<file path="src/rtl/fp_align_seq_if.sv">
// Handshake and result bundle for the FP add alignment stage.
// Ports: in_valid/in_ready/A/B in, out_valid/out_ready plus result fields out.
interface fp_align_seq_if;
  logic        in_valid;
  logic        in_ready;
  logic [31:0] A;
  logic [31:0] B;
  logic        out_valid;
  logic        out_ready;
  logic        ANaN;
  logic        BNaN;
  logic        Ainf;
  logic        Binf;
  logic        Azero;
  logic        Bzero;
  logic        Asub;
  logic        Bsub;
  logic        signA;
  logic        signB;
  logic [31:0] A_q;
  logic [31:0] B_q;
  logic        alignedSign;
  logic [7:0]  exponentOut;
  logic [31:0] alignedResult;
  logic        carryOut;
  logic        sticky;

  modport master (
    output in_valid, A, B, out_ready,
    input  in_ready, out_valid,
    input  ANaN, BNaN, Ainf, Binf, Azero, Bzero, Asub, Bsub,
    input  signA, signB, A_q, B_q,
    input  alignedSign, exponentOut, alignedResult, carryOut, sticky
  );

  modport slave (
    input  in_valid, A, B, out_ready,
    output in_ready, out_valid,
    output ANaN, BNaN, Ainf, Binf, Azero, Bzero, Asub, Bsub,
    output signA, signB, A_q, B_q,
    output alignedSign, exponentOut, alignedResult, carryOut, sticky
  );
endinterface

</file>
<file path="src/rtl/fp_align_seq.sv">
// Sequential FP add front end: classify, swap, align by stepped shifts, add.
// Ports: clk, reset (sync, active-high), bus (fp_align_seq_if.slave).
module fp_align_seq #(
  parameter int SHIFT_STEP = 4
) (
  input logic          clk,
  input logic          reset,
  fp_align_seq_if.slave bus
);

  typedef enum logic [1:0] {
    IDLE, SHIFT, ADD, DONE
  } state_t;

  localparam logic [5:0] STEP = 6'(SHIFT_STEP);

  state_t st, st_nx;

  logic [31:0] big_m, small_m;
  logic [5:0]  rem;
  logic        sgn_big, sgn_small;

  // Operand decode, only meaningful while idle
  logic [7:0]  ea, eb, eea, eeb, ediff, emax;
  logic [22:0] fa, fb;
  logic [31:0] ma, mb;
  logic        a_nan, b_nan, a_inf, b_inf;
  logic        a_zero, b_zero, a_sub, b_sub;
  logic        a_big, special;
  logic [5:0]  d_cl;

  assign ea     = bus.A[30:23];
  assign eb     = bus.B[30:23];
  assign fa     = bus.A[22:0];
  assign fb     = bus.B[22:0];
  assign a_nan  = (&ea) && (|fa);
  assign b_nan  = (&eb) && (|fb);
  assign a_inf  = (&ea) && !(|fa);
  assign b_inf  = (&eb) && !(|fb);
  assign a_zero = !(|ea) && !(|fa);
  assign b_zero = !(|eb) && !(|fb);
  assign a_sub  = !(|ea) && (|fa);
  assign b_sub  = !(|eb) && (|fb);
  assign ma     = {|ea, fa, 8'b0};
  assign mb     = {|eb, fb, 8'b0};
  assign eea    = (ea == 8'd0) ? 8'd1 : ea;
  assign eeb    = (eb == 8'd0) ? 8'd1 : eb;
  assign a_big  = (eea > eeb) || ((eea == eeb) && (ma >= mb));
  assign ediff  = a_big ? (eea - eeb) : (eeb - eea);
  assign d_cl   = (ediff > 8'd34) ? 6'd34 : ediff[5:0];
  assign emax   = (ea > eb) ? ea : eb;
  assign special = a_nan | b_nan | a_inf | b_inf | a_zero | b_zero;

  // Stepped shift: the low 34 bits catch whatever falls off bit 0
  logic [5:0]  sh;
  logic [65:0] sh_w;
  logic [32:0] sum;
  logic [31:0] dif;

  assign sh   = (rem > STEP) ? STEP : rem;
  assign sh_w = {small_m, 34'b0} >> sh;
  assign sum  = {1'b0, big_m} + {1'b0, small_m};
  assign dif  = big_m - small_m - {31'b0, bus.sticky};

  always_ff @(posedge clk) begin
    if (reset) st <= IDLE;
    else       st <= st_nx;
  end

  always_comb begin
    st_nx = st;
    unique case (st)
      IDLE: begin
        if (bus.in_valid) begin
          if (special)           st_nx = DONE;
          else if (d_cl != 6'd0) st_nx = SHIFT;
          else                   st_nx = ADD;
        end
      end
      SHIFT: if (rem <= STEP) st_nx = ADD;
      ADD:   st_nx = DONE;
      DONE:  if (bus.out_ready) st_nx = IDLE;
      default: st_nx = IDLE;
    endcase
  end

  always_comb begin
    bus.in_ready  = (st == IDLE);
    bus.out_valid = (st == DONE);
  end

  always_ff @(posedge clk) begin
    if (reset) begin
      big_m             <= '0;
      small_m           <= '0;
      rem               <= '0;
      sgn_big           <= 1'b0;
      sgn_small         <= 1'b0;
      bus.ANaN          <= 1'b0;
      bus.BNaN          <= 1'b0;
      bus.Ainf          <= 1'b0;
      bus.Binf          <= 1'b0;
      bus.Azero         <= 1'b0;
      bus.Bzero         <= 1'b0;
      bus.Asub          <= 1'b0;
      bus.Bsub          <= 1'b0;
      bus.signA         <= 1'b0;
      bus.signB         <= 1'b0;
      bus.A_q           <= '0;
      bus.B_q           <= '0;
      bus.alignedSign   <= 1'b0;
      bus.exponentOut   <= '0;
      bus.alignedResult <= '0;
      bus.carryOut      <= 1'b0;
      bus.sticky        <= 1'b0;
    end else begin
      unique case (st)
        IDLE: begin
          if (bus.in_valid) begin
            bus.A_q           <= bus.A;
            bus.B_q           <= bus.B;
            bus.ANaN          <= a_nan;
            bus.BNaN          <= b_nan;
            bus.Ainf          <= a_inf;
            bus.Binf          <= b_inf;
            bus.Azero         <= a_zero;
            bus.Bzero         <= b_zero;
            bus.Asub          <= a_sub;
            bus.Bsub          <= b_sub;
            bus.signA         <= bus.A[31];
            bus.signB         <= bus.B[31];
            bus.exponentOut   <= emax;
            bus.alignedSign   <= 1'b0;
            bus.alignedResult <= '0;
            bus.carryOut      <= 1'b0;
            bus.sticky        <= 1'b0;
            big_m             <= a_big ? ma : mb;
            small_m           <= a_big ? mb : ma;
            sgn_big           <= a_big ? bus.A[31] : bus.B[31];
            sgn_small         <= a_big ? bus.B[31] : bus.A[31];
            rem               <= d_cl;
          end
        end
        SHIFT: begin
          small_m    <= sh_w[65:34];
          bus.sticky <= bus.sticky | (|sh_w[33:0]);
          rem        <= rem - sh;
        end
        ADD: begin
          if (sgn_big == sgn_small) begin
            {bus.carryOut, bus.alignedResult} <= sum;
            bus.alignedSign <= sgn_big;
          end else begin
            bus.alignedResult <= dif;
            bus.carryOut      <= 1'b0;
            bus.alignedSign   <= (dif == 32'd0) ? 1'b0 : sgn_big;
          end
        end
        default: ;
      endcase
    end
  end

endmodule

</file>
<file path="src/flat_wrapper.sv">
// flat-port wrapper written by rule: the top's interface ports become plain ports
module fp_align_seq_flat 
#(
  parameter int SHIFT_STEP = 4
)
  (clk, reset, bus_in_valid, bus_A, bus_B, bus_out_ready, bus_in_ready, bus_out_valid, bus_ANaN, bus_BNaN, bus_Ainf, bus_Binf, bus_Azero, bus_Bzero, bus_Asub, bus_Bsub, bus_signA, bus_signB, bus_A_q, bus_B_q, bus_alignedSign, bus_exponentOut, bus_alignedResult, bus_carryOut, bus_sticky);
  fp_align_seq_if bus_i ();
  input logic clk;
  input logic reset;
  input wire logic [$bits(bus_i.in_valid)-1:0] bus_in_valid;
  input wire logic [$bits(bus_i.A)-1:0] bus_A;
  input wire logic [$bits(bus_i.B)-1:0] bus_B;
  input wire logic [$bits(bus_i.out_ready)-1:0] bus_out_ready;
  output wire logic [$bits(bus_i.in_ready)-1:0] bus_in_ready;
  output wire logic [$bits(bus_i.out_valid)-1:0] bus_out_valid;
  output wire logic [$bits(bus_i.ANaN)-1:0] bus_ANaN;
  output wire logic [$bits(bus_i.BNaN)-1:0] bus_BNaN;
  output wire logic [$bits(bus_i.Ainf)-1:0] bus_Ainf;
  output wire logic [$bits(bus_i.Binf)-1:0] bus_Binf;
  output wire logic [$bits(bus_i.Azero)-1:0] bus_Azero;
  output wire logic [$bits(bus_i.Bzero)-1:0] bus_Bzero;
  output wire logic [$bits(bus_i.Asub)-1:0] bus_Asub;
  output wire logic [$bits(bus_i.Bsub)-1:0] bus_Bsub;
  output wire logic [$bits(bus_i.signA)-1:0] bus_signA;
  output wire logic [$bits(bus_i.signB)-1:0] bus_signB;
  output wire logic [$bits(bus_i.A_q)-1:0] bus_A_q;
  output wire logic [$bits(bus_i.B_q)-1:0] bus_B_q;
  output wire logic [$bits(bus_i.alignedSign)-1:0] bus_alignedSign;
  output wire logic [$bits(bus_i.exponentOut)-1:0] bus_exponentOut;
  output wire logic [$bits(bus_i.alignedResult)-1:0] bus_alignedResult;
  output wire logic [$bits(bus_i.carryOut)-1:0] bus_carryOut;
  output wire logic [$bits(bus_i.sticky)-1:0] bus_sticky;
  assign bus_i.in_valid = bus_in_valid;
  assign bus_i.A = bus_A;
  assign bus_i.B = bus_B;
  assign bus_i.out_ready = bus_out_ready;
  assign bus_in_ready = bus_i.in_ready;
  assign bus_out_valid = bus_i.out_valid;
  assign bus_ANaN = bus_i.ANaN;
  assign bus_BNaN = bus_i.BNaN;
  assign bus_Ainf = bus_i.Ainf;
  assign bus_Binf = bus_i.Binf;
  assign bus_Azero = bus_i.Azero;
  assign bus_Bzero = bus_i.Bzero;
  assign bus_Asub = bus_i.Asub;
  assign bus_Bsub = bus_i.Bsub;
  assign bus_signA = bus_i.signA;
  assign bus_signB = bus_i.signB;
  assign bus_A_q = bus_i.A_q;
  assign bus_B_q = bus_i.B_q;
  assign bus_alignedSign = bus_i.alignedSign;
  assign bus_exponentOut = bus_i.exponentOut;
  assign bus_alignedResult = bus_i.alignedResult;
  assign bus_carryOut = bus_i.carryOut;
  assign bus_sticky = bus_i.sticky;
  fp_align_seq #(.SHIFT_STEP(SHIFT_STEP)) u_core (.clk(clk), .reset(reset), .bus(bus_i));
endmodule
</file>
<file path="config.mk">
export PLATFORM = sky130hd
export DESIGN_NAME = fp_align_seq_flat
export DESIGN_NICKNAME = d
export VERILOG_FILES = /design/src/rtl/fp_align_seq_if.sv /design/src/rtl/fp_align_seq.sv /design/src/flat_wrapper.sv
export SDC_FILE = /design/constraint.sdc
export NUM_CORES = 1
export LEC_CHECK = 0
export CELL_PAD_IN_SITES_DETAIL_PLACEMENT = 1
export CELL_PAD_IN_SITES_GLOBAL_PLACEMENT = 2
export CORE_MARGIN = 5
export CORE_UTILIZATION = 30
export DETAILED_ROUTE_END_ITERATION = 10
export GPL_TIMING_DRIVEN = 0
export PLACE_DENSITY_LB_ADDON = 0.1
export SLEW_MARGIN = 20
export SYNTH_ARGS = -nofsm -noshare
export SYNTH_HDL_FRONTEND = slang
export SYNTH_SLANG_ARGS = --single-unit
</file>
<file path="constraint.sdc">
create_clock -name clk -period 4.6 [get_ports clk]
set_input_delay 0.69 -clock clk [delete_from_list [all_inputs] [get_ports clk]]
set_output_delay 0.69 -clock clk [all_outputs]
set_load 0.01 [all_outputs]
</file>
# ---- Yosys cells after proc, flatten, opt, wreduce, memory -nomap -nowiden
# Index checks and enable logic that the tools add are counted.
dict set report op_classes {
  n_shift 1
  addsub 6
  bitwise 6
  n_lt_le_gt_ge 6
  n_eq_ne 8
  n_mux 30
  n_reduce_logical 32
}
# cell count
set ops {}
lappend ops {{two-way mux 32 bit} 5}
lappend ops {{case mux 32 bit (2 select lines)} 2}
lappend ops {{right shift 66 x 6 -> 66 bit} 1}
lappend ops {{OR reduction 23 bit} 2}
lappend ops {{OR reduction 34 bit} 1}
lappend ops {{adder 32 x 32 -> 33 bit} 1}
lappend ops {{>= comparator 32 bit} 1}
lappend ops {{zero test 32 bit} 1}
lappend ops {{two-way mux 8 bit} 4}
lappend ops {{subtractor 32 x 1 -> 32 bit} 1}
lappend ops {{subtractor 32 bit} 1}
lappend ops {{two-way mux 6 bit} 3}
lappend ops {{> comparator 8 bit} 2}
lappend ops {{zero test 8 bit} 2}
lappend ops {{AND reduction 8 bit} 2}
lappend ops {{OR reduction 8 bit} 2}
lappend ops {{subtractor 8 bit} 2}
lappend ops {{case mux 6 bit (2 select lines)} 1}
lappend ops {{two-way mux 2 bit} 5}
lappend ops {{logical AND 1 bit} 9}
lappend ops {{== test 8 bit} 1}
lappend ops {{> comparator 8 x 6 -> 1 bit, second input constant} 1}
lappend ops {{case mux 2 bit (4 select lines)} 1}
lappend ops {{> comparator 6 x 3 -> 1 bit, second input constant} 1}
lappend ops {{17 further kinds} 37}
dict set report word_totals {
  regBits 191
  inputBits 68
}

# ---- Depth between registers and ports, before layout
# Gate-level depths: netlist (run 1).
dict set report depth {
  ltp_word 13
  mapped_depth 19
}

# ---- Least setup slack after synthesis (run 1)
# No wires, ideal clock.
dict set report synth_path {
  path_type {input to register}
  from {input bus_B[23]}
  to {register u_core.rem[2]}
  setup_time_ps 86
  slack_ps 472
  arrival_time_ps 4041
  cell_stages 16
  required_time_ps 4514
  cell_sequence {or4_1 > nor2_1 > or2_2 > ha_1 > inv_1 > fa_1 > nand3_1 > nand3_1 > a221o_1 > a21o_1 > nand2_4 > mux2i_1 > xnor2_1 > nand2_1 > or4_1 > a221oi_2}
}
dict set report synth_between {
  elab_chain_cells 10
  elab_cells_between_ends 15
  cone_classes {add/sub (2); order compare (3); eq/ne (1); mux (5); reduce/logical (4)}
}
# item line_no
set synth_rtl {}
lappend synth_rtl {{from (decl)} flat_wrapper.sv:12} ;# input wire logic [$bits(bus_i.B)-1:0] bus_B;
lappend synth_rtl {{branches (longest 5 deep; another with >= comparator 32 bit)} --}
lappend synth_rtl {{two-way mux 8 bit *} fp_align_seq.sv:49} ;# assign ediff = a_big ? (eea - eeb) : (eeb - eea);
lappend synth_rtl {{> comparator 8 x 6 -> 1 bit} fp_align_seq.sv:50} ;# assign d_cl = (ediff > 8'd34) ? 6'd34 : ediff[5:0];
lappend synth_rtl {{two-way mux 6 bit *} fp_align_seq.sv:50}
lappend synth_rtl {{two-way mux 6 bit *} fp_align_seq.sv:119} ;# if (bus.in_valid) begin
lappend synth_rtl {{case mux 6 bit (2 select lines) *} fp_align_seq.sv:117} ;# unique case (st)
lappend synth_rtl {{to (signal assigned)} fp_align_seq.sv:141} ;# rem <= d_cl;
lappend synth_rtl {{to (signal assigned)} fp_align_seq.sv:147} ;# rem <= rem - sh;
lappend synth_rtl {{to (decl)} fp_align_seq.sv:20} ;# logic [5:0] rem;
# Mark *: on every way between the ends. The select of a mux whose other input is x is not followed.
# A chain may end at the register's enable or synchronous reset.

# ---- Final worst setup path (run 1)
dict set report layout_path {
  from {register u_core.small_m[0]}
  to {register u_core.bus.alignedSign}
}
dict set report layout_between {
  elab_chain_cells 6
}
# item line_no
set layout_rtl {}
lappend layout_rtl {{from (decl)} fp_align_seq.sv:19} ;# logic [31:0] big_m, small_m;
lappend layout_rtl {{from (signal assigned)} fp_align_seq.sv:138} ;# small_m <= a_big ? mb : ma;
lappend layout_rtl {{from (signal assigned)} fp_align_seq.sv:145} ;# small_m <= sh_w[65:34];
lappend layout_rtl {{subtractor 32 bit} fp_align_seq.sv:63} ;# assign dif = big_m - small_m - {31'b0, bus.sticky};
lappend layout_rtl {{subtractor 32 x 1 -> 32 bit} fp_align_seq.sv:63}
lappend layout_rtl {{zero test 32 bit} fp_align_seq.sv:156} ;# bus.alignedSign <= (dif == 32'd0) ? 1'b0 : sgn_big;
lappend layout_rtl {{two-way mux 1 bit} fp_align_seq.sv:156}
lappend layout_rtl {{two-way mux 1 bit} fp_align_seq.sv:150} ;# if (sgn_big == sgn_small) begin
lappend layout_rtl {{case mux 1 bit (2 select lines)} fp_align_seq.sv:117}
lappend layout_rtl {{to (signal assigned)} fp_align_seq.sv:152} ;# bus.alignedSign <= sgn_big;
lappend layout_rtl {{to (signal assigned)} fp_align_seq.sv:156}
lappend layout_rtl {{to (decl)} fp_align_seq_if.sv:41} ;# output alignedSign, exponentOut, alignedResult, carryOut, sticky
# Every way passes these cells.

==> results of run 1 <==
## kinds of logic after synthesis
logic type / after synthesis / share of synthesized area
other: 1 / 0.000279
muxes: 82 / 0.0689
DFF: 181 / 0.269
xor gates and xnor gates: 52 / 0.0338
buffers and inverters: 259 / 0.0747
adders and majority gates: 135 / 0.127
and+or+nand+nor: 576 / 0.186
AOI/OAI and AO/OA: 503 / 0.240
## placed cells by master (no fill, tap or decap), types with 22 or more instances in the layout
| cell type | netlist | layout |
|---|---|---|
| a211oi_1 | 61 | 58 |
| a21oi_1 | 216 | 215 |
| a311oi_1 | 25 | 25 |
| clkbuf_1 | 94 | 95 |
| clkdlybuf4s50_1 | 0 | 170 |
| dfxtp_1 | 181 | 181 |
| ha_1 | 132 | 132 |
| inv_1 | 145 | 145 |
| mux2i_1 | 69 | 69 |
| nand2_1 | 272 | 272 |
| nand3_1 | 22 | 22 |
| nor2_1 | 165 | 164 |
| nor3_1 | 23 | 23 |
| o21ai_0 | 49 | 49 |
| xnor2_1 | 40 | 40 |
## worst max path at each step
| stage | end | slack, ns | cells after the start |
|---|---|---|---|
| 2_1_floorplan | u_core.rem[2]$_SDFFE_PP0P_ | 0.47 | 16 |
| 3_3_place_gp | u_core.small_m[23]$_SDFFE_PP0P_ | -1.12 | 16 |
| 3_5_place_dp | u_core.small_m[23]$_SDFFE_PP0P_ | -1.14 | 16 |
| 4_1_cts | u_core.rem[2]$_SDFFE_PP0P_ | 0.02 | 16 |
| 5_1_grt | u_core.rem[2]$_SDFFE_PP0P_ | 0.01 | 16 |
| 6_report | u_core.bus.alignedSign$_SDFFE_PP0P_ | 0.14 | 15 |
## cell type report
cell class              instances  area share
repair buffers                190       0.113
diodes                          2    0.000298
flip-flops and latches        181       0.216
well taps                     592      0.0441
multi-input cells            1349       0.530
plain buffers                 113      0.0274
clock inverters                14      0.0116
clock buffers                  18      0.0256
inverters                     146      0.0327
## state kept, by name (all words and copies together) (netlist names), 2 cells and up
register and flops:
u_core.bus.alignedResult 32, u_core.big_m 24, u_core.st 2, u_core.bus.exponentOut 8, u_core.bus.A_q 32, u_core.rem 6, u_core.small_m 32, u_core.bus.B_q 32
## tightest hold or removal path, delay by kind of cell, from the launching register on
kind,cells,cell delay [ns]
flops,1,0.31
simple gates,1,0.05
compound gates,1,0.05
## through the flow
step	hold slack, ns	instance area (um2)	setup slack (ns)
after CTS	0.455	16700	0.0189
final	0.451	16800	0.140
after global routing	0.468	16800	0.00959
after detailed placement	0.446	16100	-1.14
after global placement	0.440	16100	-1.12
after floorplan	0.436	13500	0.472
## repair_timing
item | 4_1_cts | 5_1_grt
endpoints found under the setup margin | 57 | 46
pin swaps | 2 | 1
gates resized for setup | 15 | 14
setup buffers | 3 | 2
## layer usage
| layer | global-route usage | part of all wire | up-vias |
|---|---|---|---|
| li1 | - | - | 6715 |
| met1 | 0.295 | 0.46 | 6731 |
| met2 | 0.386 | 0.47 | 251 |
| met3 | 0.0450 | 0.041 | 54 |
| met4 | 0.0670 | 0.023 | 0 |
| met5 | 0 | 0 | - |
## where the power goes
part	internal, mW	switching (mW)	total [mW]
combinational	2.42	4.23	6.65
clock	0.874	0.767	1.64
sequential	1.87	0.371	2.24
total	5.16	5.37	10.5
==> impl_metrics.csv, run 1 <==
group,metric,value,unit
run_status,status,"completed",
drt,routed_via_density,5.28,
final_layout,utilization,0.379,
worst_setup_path,critPathTopFamily,"compound AO/OA/AOI/OAI gates",
grt,grt_pass1_wl,87200,um
final_layout,stdcell_count,2605,
floorplanning,core,44300,um2
floorplanning,rows,77,
worst_setup_path,endpoint_kind,"flop",
synth,synth_area_leaders,"dfxtp_1, ha_1, a21oi_1, nand2_1, mux2i_1",
power_and_ir_drop,leakagePower,6.67,nW
clock_network,htreeDepth,4,
drt,dr.pass1.iters,7,
sta,fin_tns_setup,0,ns
clock_network,cts.hold.buffers_added,0,
worst_setup_path,max_stage_delay,0.61,ns
synth,synthDominantCellAreaShare,0.269,
clock_network,clock_latency,0.50,ns
synth,ys.warnings.count,0,
power_and_ir_drop,power.total,10.5,mW
clock_network,cts-root-buf,"clkbuf_16",
placed_design,routabilityCongestion,0.901,
final_layout,area_growth_syn_to_layout,24.7,%
drt,drc,0,
final_layout,drive_gt1_frac,0.0438,
final_layout,nFillCells,5451,
floorplanning,ioPinCount,187,
power_and_ir_drop,peakVddDrop,362,uV
worst_setup_path,path_max_fanout,4,
drt,vias,13751,
floorplanning,dieArea,49200,um2
clock_network,cts_buffers,17,
synth,yosysUniqueCellTypes,80,
worst_setup_path,r2r_cells,15,
synth,synth.net_count,1992,
sta,finalSetupViolCount,0,
synth,synth_edf_count,0,
sta,period_minus_slack,4.46,ns
power_and_ir_drop,power.density,627,nW/um2
hold_path,hold_class,"reg -> reg",
clock_network,clock_sinks,181,
placed_design,io_buffers,185,
drt,ant_nets,0,
sta,rsz0062_at_grt,"no",
grt,grt.overflow.total,0,
placed_design,dp_hpwl,46600,um
synth,synth_most_common_cell,"nand2_1",
sta,tightest_slew,1.14,ns
floorplanning,initial_core_util,0.304,
flow_run,cap_violations,0,
placed_design,place_inst,2566,
worst_setup_path,cp_slowest_cell,"a2111oi_1",
worst_setup_path,arrival,4.85,ns
synth,synth_seq_area_share,0.269,
sta,period_share,0.970,
final_layout,nets,2201,
synth,synth_seq_cells,181,
final_layout,multiInputGateArea,8890,um2
sta,finalClockSkew,0.0133,ns
floorplanning,die_w,222,um
worst_setup_path,required,4.99,ns
grt,grt_pass1_vias,14144,
worst_setup_path,cp-startpoint,"u_core.small_m[0]$_SDFFE_PP0P_",
synth,synth_common_cells,"nand2_1, a21oi_1, dfxtp_1",
synth,synthArstFlopShare,0,
worst_setup_path,regToRegStartpoint,"u_core.small_m[0]$_SDFFE_PP0P_",
drt,routedWlPerCell,22.1,um
worst_setup_path,cp-start-kind,"flop",
worst_setup_path,crit_path_frequent_cell,"ha_1",
worst_setup_path,r2r_slack,0.14,ns
floorplanning,die_height,222,um
clock_network,cts_tree,"yes",
synth,synth.avg_cell_area,7.52,um2
drt,drt_iter0_drc,691,
hold_path,holdPathStages,2,
grt,antenna_found_initial,0,
grt,grt_max_degree,18,
sta,drv_slew,0,
synth,syn_inst,1789,
synth,synth_top_area_cell,"dfxtp_1",
grt,grt_usage,0.228,
sta,fmaxAchievable,0.224,GHz
synth,netlist_area,13500,um2
worst_setup_path,crit_type,"reg -> reg",
clock_network,clock_path_buffers,2,
worst_setup_path,critPathBufInv,2,
worst_setup_path,crit_chain,"inv_1 -> ha_1 -> ha_1 -> inv_1 -> ha_1 -> nor2_1 -> o31ai_1 -> mux2_1 -> a2111oi_1 -> o2111ai_1 -> nor4_1 -> nand4_1 -> nor4_2 -> o2111ai_1 -> o31a_1",
clock_network,clk_pin_slew,0.08,ns
sta,max_slew_margin,0.237,
drt,routed_wl,57500,um
final_layout,seq_area,3620,um2
hold_path,min_from,"u_core.bus.alignedResult[14]$_SDFFE_PP0P_",
hold_path,hold_path_end,"u_core.bus.alignedResult[14]$_SDFFE_PP0P_",
worst_setup_path,timing.rr.end,"u_core.bus.alignedSign$_SDFFE_PP0P_",
sta,finalHoldViolations,0,
synth,synth_flop_cell,"dfxtp_1",
Note: power is estimated with default switching activity, not from simulation.
==> run 2, diff against run 1 <==
Settings changed: ABC_AREA set to 1.
==> run 2 against run 1 <==
Effect of this change: sequential cell count unchanged; critical path depth rose by 3; final cell count up 16%; worst setup slack improved by 0.28 ns; combinational power is 34% higher; clock-buffer cell count rose by 1; maximum frequency increased by 6.7%; largest power group unchanged; cell area is 3.3% higher; register-to-register slack gained 0.45 ns; sequential power rose by 6%; clock skew grew 0.0077 ns; synthesized area up 5.0%.
==> impl_metrics.csv, run 2 <==
group,metric,value,unit
drt,routedWlPerCell,21.8,um
floorplanning,core,46600,um2
final_layout,finish.instance_area,17300,um2
worst_setup_path,crit_path_frequent_cell,"inv_1",
placed_design,dp_hpwl,55900,um
synth,synth_edf_count,0,
hold_path,hold_class,"reg -> reg",
drt,routed_wl,65900,um
power_and_ir_drop,leakagePower,8.00,nW
synth,synth_seq_area_share,0.256,
sta,fmaxAchievable,0.239,GHz
clock_network,clock_sinks,181,
grt,grt_pass1_vias,16261,
synth,synth.net_count,2401,
synth,synth_top_family_by_area,"simple AND/OR/NAND/NOR gates",
worst_setup_path,path_max_fanout,10,
sta,rsz0062_at_grt,"no",
synth,synth.avg_cell_area,6.43,um2
worst_setup_path,crit_chain,"clkdlybuf4s50_1 -> nor4_1 -> nand4_1 -> inv_1 -> nor2_1 -> inv_1 -> ha_1 -> inv_1 -> fa_1 -> nand3_1 -> nand2_1 -> nand4_1 -> nand3_2 -> nand2_4 -> buf_8 -> buf_2 -> o21ai_0 -> a221oi_1",
sta,finalSetupViolCount,0,
power_and_ir_drop,power.density,739,nW/um2
grt,grt_usage,0.253,
drt,routed_via_density,5.13,
final_layout,final_cell_mix,"nand2_1, inv_1, a21oi_1",
clock_network,cts-root-buf,"clkbuf_16",
grt,grt_pass1_wl,98800,um
worst_setup_path,arrival,4.55,ns
sta,whs,0.465,ns
floorplanning,die_height,227,um
clock_network,cts.hold.buffers_added,0,
drt,vias,15505,
floorplanning,ioPinCount,187,
worst_setup_path,required,4.97,ns
synth,synth_compound_area_frac,0.234,
grt,antenna_found_initial,0,
final_layout,drive_gt1_frac,0.0389,
clock_network,cts_tree,"yes",
floorplanning,initial_core_util,0.304,
final_layout,stdcell_count,3022,
synth,synthArstFlopShare,0,
synth,synth_most_common_cell,"nand2_1",
placed_design,io_buffers,185,
synth,synth_top_area_cell,"dfxtp_1",
grt,grt.overflow.total,0,
synth,synth_common_cells,"nand2_1, inv_1, a21oi_1",
clock_network,cts.repair.resized,0,
drt,drc,0,
worst_setup_path,cp-start-kind,"input port",
clock_network,htreeDepth,4,
synth,syn_inst,2198,
clock_network,cts_setup_buffers,0,
synth,synthDominantCellAreaShare,0.256,
final_layout,nFillCells,6013,
drt,dr.pass1.iters,5,
final_layout,final_common_cell,"nand2_1",
floorplanning,rows,79,
synth,synth_flop_cell,"dfxtp_1",
placed_design,routabilityCongestion,0.905,
clock_network,clock_path_buffers,2,
synth,synthXorXnorAreaFrac,0.0192,
worst_setup_path,cp_slowest_cell,"clkdlybuf4s50_1",
synth,yosysUniqueCellTypes,50,
grt,grt_max_degree,18,
sta,max_slew_margin,0.241,
placed_design,place_area,16700,um2
final_layout,diodes,0,
synth,ys.warnings.count,0,
synth,synth_fa_ha_area_frac,0.121,
worst_setup_path,endpoint_kind,"flop",
clock_network,clk_pin_slew,0.07,ns
drt,drt_iter0_drc,807,
worst_setup_path,crit_type,"in -> reg",
clock_network,cts_buffers,17,
sta,tightest_slew,1.13,ns
clock_network,clock_latency,0.49,ns
sta,drv_slew,0,
worst_setup_path,max_stage_delay,0.47,ns
synth,post_synth_and_or_nand_nor_area_fraction,0.235,
synth,netlist_area,14100,um2
sta,period_minus_slack,4.18,ns
flow_run,cap_violations,0,
synth,synthMuxAreaShare,0.0106,
drt,ant_nets,0,
placed_design,place_inst,2990,
synth,synth_area_leaders,"dfxtp_1, nand2_1, ha_1, a21oi_1, inv_1",
synth,synth_seq_cells,181,
sta,finalHoldViolations,0,
power_and_ir_drop,peakVddDrop,317,uV
final_layout,area_growth_syn_to_layout,22.7,%
run_status,status,"completed",
sta,finalClockSkew,0.0210,ns
sta,period_share,0.909,
final_layout,nets,2605,
floorplanning,dieArea,51600,um2
floorplanning,die_w,227,um
-- run 2: layer usage --
layer	up-vias	GRT usage	share of wire
met3	66	0.0361	0.028
li1	7685	-	-
met1	7502	0.316	0.45
met4	0	0.0787	0.029
met2	252	0.450	0.49
met5	-	0	0
-- run 2: worst paths after layout --
kind                            slack [ns]  cells after the start                                   to                                 from
worst max-delay path                  0.42                     18       u_core.small_m[9]$_SDFFE_PP0P_                            bus_B[27]
worst min-delay path                  0.47                      2  u_core.bus.alignedSign$_SDFFE_PP0P_  u_core.bus.alignedSign$_SDFFE_PP0P_
worst max register to register        0.59                     18  u_core.bus.alignedSign$_SDFFE_PP0P_        u_core.big_m[10]$_SDFFE_PP0P_
worst min register to register        0.47                      2  u_core.bus.alignedSign$_SDFFE_PP0P_  u_core.bus.alignedSign$_SDFFE_PP0P_
-- run 2: stage by stage --
stage	utilization	setup TNS (ns)	worst slack, ns	total power, mW
floorplan	-	0	1.34	7.83
global placement	0.360	-0.129	-0.0379	11.1
detailed placement	0.360	-0.512	-0.0712	11.2
CTS	0.373	0	0.429	12.9
global route	0.373	0	0.139	13.9
finish	0.373	0	0.421	12.8
-- run 2: layout make-up --
cell class	instances	area [um2]	area share
Clock buffer	19	433	0.0250
Sequential cell	181	3620	0.209
Inverter	343	1290	0.0742
Timing Repair Buffer	185	1850	0.107
Tap cell	607	759	0.0438
Clock inverter	13	165	0.00952
Multi-Input combinational cell	1569	8780	0.506
Buffer	105	444	0.0256
-- run 2: critical path, delay by kind of cell --
kind                       cells  cell delay [ns]
AOI/OAI and AO/OA              2             0.60
and+or+nand+nor                8             1.45
buffers and inverters          6             1.23
adders and majority gates      2             0.57
-- run 2: power by group --
part	leakage [nW]	switching (mW)	total [mW]	internal, mW
registers	1.49	0.396	2.37	1.97
logic	6.23	6.10	8.89	2.79
clock network	0.287	0.742	1.56	0.818
-- run 2: logic make-up after synthesis --
kind of cell    Yosys count
simple gates            788
compound gates          599
buf+inv                 448
flops                   181
fa+ha+maj               135
xor+xnor                 31
mux                      15
other cells               1
